==> src/rtl/pwm_generator.sv <==
// pwm_generator
//   Sixteen-channel PWM driver sharing one duty value. A prescaler divides clk
//   into count steps; an 8-bit step counter runs 0..254, so one PWM period is
//   255*PRESCALE clk cycles. The duty value is shadowed and only reloaded at
//   the period boundary, which keeps every period glitch-free.
//
// Parameters
//   PRESCALE      clk cycles per PWM count step (1..65535)
//
// Ports
//   clk           system clock, rising edge
//   rst_n         synchronous active-low reset
//   en_out[15:0]  per-output enable; 0 forces that output low
//   pwm_sel[15:0] per-output mode; 1 = PWM level, 0 = static high when enabled
//   duty[7:0]     shared duty value (high steps per period)
//   out[15:0]     registered drive outputs
//   period_start  registered one-cycle pulse on the first out cycle of a period
module pwm_generator #(
    parameter int unsigned PRESCALE = 39
) (
    input  logic        clk,
    input  logic        rst_n,
    input  logic [15:0] en_out,
    input  logic [15:0] pwm_sel,
    input  logic [7:0]  duty,
    output logic [15:0] out,
    output logic        period_start
);

    // PRESCALE=1 would give a zero-width counter; keep at least one bit.
    localparam int unsigned PRE_W = (PRESCALE > 1) ? $clog2(PRESCALE) : 1;
    localparam logic [PRE_W-1:0] PRE_MAX  = PRE_W'(PRESCALE - 1);
    localparam logic [7:0]       STEP_MAX = 8'd254;

    logic [PRE_W-1:0] pre_cnt;
    logic [7:0]       step_cnt;
    logic [7:0]       duty_q;
    logic             tick;
    logic             level;
    logic             boundary;
    logic [15:0]      out_next;

    always_comb begin
        tick     = (pre_cnt == PRE_MAX);
        boundary = tick && (step_cnt == STEP_MAX);
        // duty_q = 0xFF never reaches full-high by itself through step < 255
        // only because step_cnt tops out at 254, so 0xFF is 100% by range.
        level    = (step_cnt < duty_q);
        // Enabled PWM channels take the shared level, enabled static channels
        // are high, disabled channels are low.
        out_next = en_out & (~pwm_sel | {16{level}});
    end

    always_ff @(posedge clk) begin
        if (!rst_n) begin
            pre_cnt      <= '0;
            step_cnt     <= '0;
            duty_q       <= '0;
            out          <= '0;
            period_start <= 1'b0;
        end else begin
            pre_cnt <= tick ? '0 : pre_cnt + 1'b1;

            if (tick) begin
                step_cnt <= (step_cnt == STEP_MAX) ? '0 : step_cnt + 8'd1;
            end

            // Loading on the same edge that wraps step_cnt to 0 means the new
            // duty is in effect from the first cycle of the next period.
            if (boundary) begin
                duty_q <= duty;
            end

            out          <= out_next;
            period_start <= (step_cnt == 8'd0) && (pre_cnt == '0);
        end
    end

endmodule

==> config.mk <==
export PLATFORM = sky130hd
export DESIGN_NAME = pwm_generator
export DESIGN_NICKNAME = d
export VERILOG_FILES = /design/src/rtl/pwm_generator.sv
export SDC_FILE = /design/constraint.sdc
export NUM_CORES = 1
export LEC_CHECK = 0
export ABC_AREA = 1
export CORE_ASPECT_RATIO = 0.7
export CORE_MARGIN = 10
export CORE_UTILIZATION = 49
export DETAILED_ROUTE_END_ITERATION = 12
export PLACE_DENSITY = 0.85
export REMOVE_ABC_BUFFERS = 1
export SLEW_MARGIN = 30
export SYNTH_ARGS = -nofsm -noshare
export SYNTH_HDL_FRONTEND = slang
export SYNTH_SLANG_ARGS = --single-unit
==> constraint.sdc <==
create_clock -name clk -period 2.7 [get_ports clk]
set_input_delay 0.675 -clock clk [delete_from_list [all_inputs] [get_ports clk]]
set_output_delay 0.675 -clock clk [all_outputs]
set_load 0.01 [all_outputs]
# Yosys cells after proc, flatten, opt, wreduce, memory -nomap -nowiden
# Cells that the tools add are included.
[word_totals]
regBits = 39
in_bits = 42
[classes]
add_sub_neg = 2
magnitude_cmp = 1
n_eq_ne = 2
mux = 1
bitwise = 4
n_reduce_logical = 5
[op_table]
columns = ["operator", "n"]
rows = [
  ["AND 16 bit", 1],
  ["inverter 16 bit", 1],
  ["bitwise OR 16 bit", 1],
  ["adder 8 x 1 -> 8 bit, second input constant", 1],
  ["== test 8 bit, second input constant", 1],
  ["logical NOT 8 bit", 1],
  ["less-than comparator 8 bit", 1],
  ["2-to-1 mux 8 bit", 1],
  ["adder 6 x 1 -> 6 bit, second input constant", 1],
  ["== test 6 bit, second input constant", 1],
  ["logical NOT 6 bit", 1],
  ["logical AND 1 bit", 2],
  ["OR reduction 2 bit", 1],
  ["inverter 1 bit", 1],
]

# Depth between registers and ports, before layout
[logic_depth]
word_depth = 3
ltp_mapped = 11
ltp_nobuf = 11

# Worst setup path after synthesis
# No wires, ideal clock.
[synth_path]
path_type = "reg2reg"
from = "register step_cnt[5]"
to = "register out[10]"
setup_ps = 70
arrival_ps = 1377
required_time_ps = 2630
slack_ps = 1253
stages_incl_launch_ff = 8
n_path_buf = 1
synth_period_minus_slack_ps = 1447
path_cell_list = "dfxtp_1 ha_1 a21oi_1 nor2_1 nor3_1 nand2_2 buf_6 a21oi_1"
[synth_between]
elab_chain_cells = 3
[synth_rtl]
columns = ["item", "line_no", "rtl"]
rows = [
  ["start: declaration", "36", "logic [7:0] step_cnt;"],
  ["start signal: assignment", "65", "step_cnt <= (step_cnt == STEP_MAX) ? '0 : step_cnt + 8'd1;"],
  ["less-than comparator 8 bit", "48", "level = (step_cnt < duty_q);"],
  ["bitwise OR 16 bit", "51", "out_next = en_out & (~pwm_sel | {16{level}});"],
  ["AND 16 bit", "51", ""],
  ["end signal: assignment", "74", "out <= out_next;"],
  ["end: declaration", "26", "output logic [15:0] out,"],
]
# Every way passes these cells.
# A chain may end at the register's enable or synchronous reset.

# Worst setup path in the final report
[layout_path]
from = "register out[13]"
to = "output port out[13]"
# No word-level cell between the ends.

==> results.txt <==
----------------------------------------------------
[Critical path]
  Critical path depth in cells ... 1
  Arrival time of data at the critical path endpoint ... about 1.2 ns
  Slowest stage delay, CP ... 0.54 ns
  Kind of cell adding the most delay to the critical path ... buffers and inverters
  Crit path kind ... reg -> out
  Critical-path cell list ... clkdlybuf4s50_1
  CP Capture Type ... output port
  R2r startpoint ... step_cnt[5]
  Data required, critical path ... approximately 2.0 ns
  Launching instance or port of the critical path ... out[13]
  Kind of start point of the critical path ... flip-flop
  Worst Reg2Reg Path Length in Cells ... 6
  Slowest cell on crit path ... clkdlybuf4s50_1
  WP buf/inv ... 1
  Maximum fanout along the worst path ... 1

[Timing]
  Final hold vios ... 0
  Worst-Margin Slew ... 0.499 ns
  Final setup fails ... 0
  Share of the clock period used by the worst path after layout ... between 60% and 70%
  Setup_tns ... 0 ns
  Setup repair after global routing missed its margin ... no
  Worst-case headroom to the max-slew limit ... between 60 and 70%
  Final WS setup ... a little under 0.9 ns
  Max frequency ... 547 MHz
  Clock Skews ... 0.00406 ns
  Post-layout min period ... approximately 1.8 ns
  Number of pins exceeding their max-slew limit in the final report ... 0

[GRT]
  Total congestion overflow after global routing ... 0
  Overall fraction of global-route tracks in use ... between 10% and 20%
  Largest net degree at the start of global routing ... 17
  Antenna violations before repair ... 0
  Number of global-route vias before repair ... between 1500 and 2000
  Wire length of the first global-routing pass ... 7470 um

[Layout]
  Most common library cell in the layout ignoring fill and taps ... clkdlybuf4s50_1
  Combined area of the multi-input logic cells ... around 870 um^2
  Finished Core Util ... a little over two thirds
  Flip-flop and latch area ... between 700 and 800 um^2
  Final-stage net count ... 336
  Leading cell types in the layout, fill and taps excluded ... clkdlybuf4s50_1, nand2_1, dfxtp_1
  Antenna fix cells ... 0
  Relative area change from synthesis to final layout ... 39.0%
  Number of fillers in the final layout ... between 200 and 300
  Ratio of cells with drive above 1 in the final layout ... 8.51%

[Routing]
  Met2 routed WL ... ~2300 um
  Violation count after the first detailed-routing iteration ... 96
  Uppermost routed layer ... met4
  Wire length after detailed routing ... 4520 um
  DRC violations left ... 0
  Detail Route met3 WL ... 126 um
  Average vias per placed instance ... between 4 and 5
  Initial DRT Pass Iterations ... 4
  Detailed-routing wirelength on met1 ... ~2000 um
  Routed length per instance ... approximately 14 um
  Total via count in the routed design ... around 1600
  Detail Route Antenna Nets ... 0

[Power and ir drop]
  Leakage power ... roughly 1.1 nW
  Internal power component ... 0.000855 W
  IR Drop Worst-Case VDD ... 0.280 mV
  Register share of total power ... a little over half
  Portion of total power attributed to the clock network ... 34.5%
  Net switching power ... around 0.00025 W
  Pwr Total ... between 0.001 and 0.0015 W
  Fraction of power consumed by combinational cells ... a little under an eighth
  Pwr per Cell Area ... approximately 440 nW/um^2
  Switching Share ... roughly 22%

[Run status]
  Status ... complete, no violations

[Synthesis]
  Area contributors post-synth ... dfxtp_1, ha_1, nand2_1, nor2_1, a21oi_1
  Cells after synthesis ... 219
  Average size of a mapped cell ... slightly above 8 um^2
  Synth Cell Area ... 1800 um^2
  Sequential fraction of the synthesis area ... between 40% and 50%
  Cell type with the largest total area after synthesis ... dfxtp_1
  Post-synthesis register bit count ... 39
  Count of unique library cells instantiated by Yosys ... 31
  Area share of the largest cell type after synthesis ... a little over two fifths
  Count of warnings emitted by yosys ... 0

[Placed design]
  Weighted congestion reported at the end of routability-driven placement ... between 0.8 and 0.9
  Half-perimeter wire length after placement ... around 3600 um
  Buffers added on ports ... a little under 60
  Post-placement worst setup slack ... approximately 0.69 ns

[Clock tree]
  Clk sinks ... 39
  Clock Tree Buf Depth ... 2
  Count of cells resized by post-cts repair ... 0
  TritonCTS clock tree ... built
  Clock buffers created by TritonCTS ... 5
  H-tree levels ... 2
  Count of hold buffers inserted by post-cts repair ... 0
  Clk pin slew, worst setup/hold paths ... ~0.070 ns
  Post-CTS repair timing setup buffer count ... 0
  Insertion delay of the later-clocked pin in the worst-skew pair ... between 0.2 and 0.3 ns
  Root Driver ... clkbuf_8

[Run]
  Max capacitance violation total ... 0

[Floorplan]
  DIE HEIGHT ... 70.6 um
  Placeable core region ... ~3500 um^2
  Boundary Pins ... 59
  Chip Width ... 92.4 um
  Starting density of the core ... between 50 and 60%
  Floorplan die area ... between 6000 and 7000 um^2
  Floorplan row count ... 18

[Hold path]
  Type of the tightest min-delay check ... reg -> reg
  Source of the worst hold timing path ... pre_cnt[0]
  Min-Delay Path Depth ... 1

----------------------------------------------------
[state kept, by name (all words and copies together), names as in the netlist]
| name | cells |
|---|---|
| out | 16 |
| duty_q | 8 |
| step_cnt | 8 |
| pre_cnt | 6 |
| period_start | 1 |
[metal layers]
layer | track usage, % | vias up
met5 | 0 | -
met4 | 5.12 | 0
met3 | 3.06 | 7
met2 | 24.6 | 27
met1 | 16.5 | 718
li1 | - | 824
[cells in the mapped netlist, drive strengths merged]
library cell and number:
xor2 3, buf 1, dfxtp 39, ha 13, clkinv 1, nand2 47, nor2 39, nor4b 1
o21ai 8, inv 25, nand3 6, o31ai 1, nor3b 2, nand4 4, a21boi 1, nor3 2
a21oi 22, clkbuf 3, xnor2 1
[power groups by stage]
stage	registers, W	clock network, W	logic [W]
after global placement	0.000609	0	0.000123
after detailed placement	0.000610	0	0.000126
after global routing	0.000598	0.000411	0.000138
after floorplan	0.000615	0	0.0000260
final	0.000596	0.000381	0.000126
after CTS	0.000596	0.000389	0.000127
[path summary, 6_finish.rpt]
kind / endpoint / slack, ns
max: out[13] / 0.87
min: pre_cnt[0] / 0.48
max reg2reg: out[3] / 0.97
min reg2reg: pre_cnt[0] / 0.48
[kinds of logic after synthesis]
group	Yosys count	synth area share, %
AO/OA/AOI/OAI	32	9.20
buffers and inverters	30	8.08
AND/OR/NAND/NOR	101	28.2
flip-flops	39	43.5
adder cells (fa/ha/maj)	13	9.06
XOR/XNOR	4	1.95
[metrics by stage]
stage / cell area (um^2) / instances / hold WS, ns
finish: 2490 / 332 / 0.476
CTS: 2490 / 332 / 0.485
detailed placement: 2410 / 324 / 0.469
global placement: 2410 / 324 / 0.445
floorplan: 1760 / 215 / 0.430
global route: 2490 / 332 / 0.515
[final cells by class]
class                   count  area share [%]
multi-input cells         150            34.9
flip-flops and latches     39            31.3
repair buffers             59            23.6
inverters                  26            4.51
clock buffers               7            3.06
well taps                  50            2.51
clock inverters             1           0.201
No activity file was read; power rests on OpenSTA's default activity.
==> RTL edit: new RTL, same settings <==
Change the parameter `PRESCALE` from 39 to 78.
--- a/src/rtl/pwm_generator.sv
+++ b/src/rtl/pwm_generator.sv
@@ -16,7 +16,7 @@
 //   out[15:0]     registered drive outputs
 //   period_start  registered one-cycle pulse on the first out cycle of a period
 module pwm_generator #(
-    parameter int unsigned PRESCALE = 39
+    parameter int unsigned PRESCALE = 78
 ) (
     input  logic        clk,
     input  logic        rst_n,
Formal check against the unedited RTL: no difference found for any inputs over 10 cycles, from zero or initial values and one cycle with rst_n low; that may be too few to reach the edited logic, so the function may still have changed.
==> RTL edit against the unedited design <==
- sequential cell count up 1
- worst setup slack worse by 6.2 ps
- via count up 3.4%
- area after synthesis down 1.7%
- cell area down 0.85%
- power up 2.2%
- wire length up 0.73%
- hold slack worse by 16 ps
- critical path type unchanged
- critical endpoint unchanged
- largest cell class unchanged
==> RTL edit: results (changes against the unedited design) <==
[route]
viasPerCell=4.866  ; +2.5%
wl_met3_um=209  ; +66%
drt_pass1_iterations=5  ; +1
met2_length_um=2396  ; +2.2%
vias=1630  ; +3.4%
drt_iter0_drc=112  ; +17%
wire_per_inst_um=13.58  ; -0.17%

[global_route]
use_met1=0.1638  ; -0.001059
grt_use_met2=0.2502  ; +0.004103
grt_max_degree=18  ; +1
use_met3=0.03202  ; +0.001459
gr-usage-all-layers=0.1425  ; +0.002050
grt_pass1_wl_um=7527  ; +0.74%

[layout]
drive_above_1_share=0.06667  ; -0.01844
nNetsFinal=339  ; +0.89%
finalCoreUtilization=0.7086  ; +0.003011

[sta]
finalWorstSetupSlack_ps=864.8  ; -6.187 ps
whs_ps=459.7  ; -15.91 ps
fin_worst_skew_ps=7.799  ; +3.742 ps
worstMarginPinSlew_ps=554.1  ; +54.98 ps

[power]
p_leak_uw=0.0009974  ; -5.4%
switchingPower_uw=260.1  ; +4.8%
peakVddDrop_mv=0.3660  ; +31%
seq_power_share=0.542  ; about the same

[placed_design]
gp_congestion=0.8024  ; -2.9%
dpl_cell_area_um2=2386  ; -1.1%
placedCellCount=327  ; +0.93%
hpwlAfterDp_um=3585  ; +0.18%

[synth]
synthAdderAreaFrac=0.09220  ; +0.001606
synth_seq_area_share=0.4539  ; +0.01906
synth_xor_area_frac=0.01489  ; -0.004619
synthCells=223  ; +1.8%

[min_path]
hold_path_startpoint=duty_q[3]
min_to=duty_q[3]
min_path_cells=2  ; +1

[status]
status=completed

==> RTL edit: cell types whose count changed in the layout (fill, tap and decap cells not counted), sizes merged, moves of 2 or more <==
cell,unedited run,this run
nor3,2,5
clkinv,2,4
inv,25,27
nand3,6,9
a21oi,22,28
nand4,4,2
nor2,39,25
nor4,0,3
clkbuf,7,5
==> RTL edit: final cells by class <==
| class | instances | share of cell area |
|---|---|---|
| Multi-Input combinational cell | 150 | 0.3354 |
| Sequential cell | 40 | 0.3237 |
| Timing Repair Buffer | 59 | 0.2377 |
| Inverter | 28 | 0.04249 |
| Clock buffer | 5 | 0.02782 |
| Tap cell | 50 | 0.02529 |
| Clock inverter | 3 | 0.007587 |
==> RTL edit: kinds of logic (layout without fill, tap and decap cells) <==
kind of cell	Yosys count	count (layout)
buffers and inverters	33	95
xor gates and xnor gates	3	3
adders and majority gates	13	13
AOI/OAI and AO/OA	39	39
and+or+nand+nor	95	95
DFF	40	40
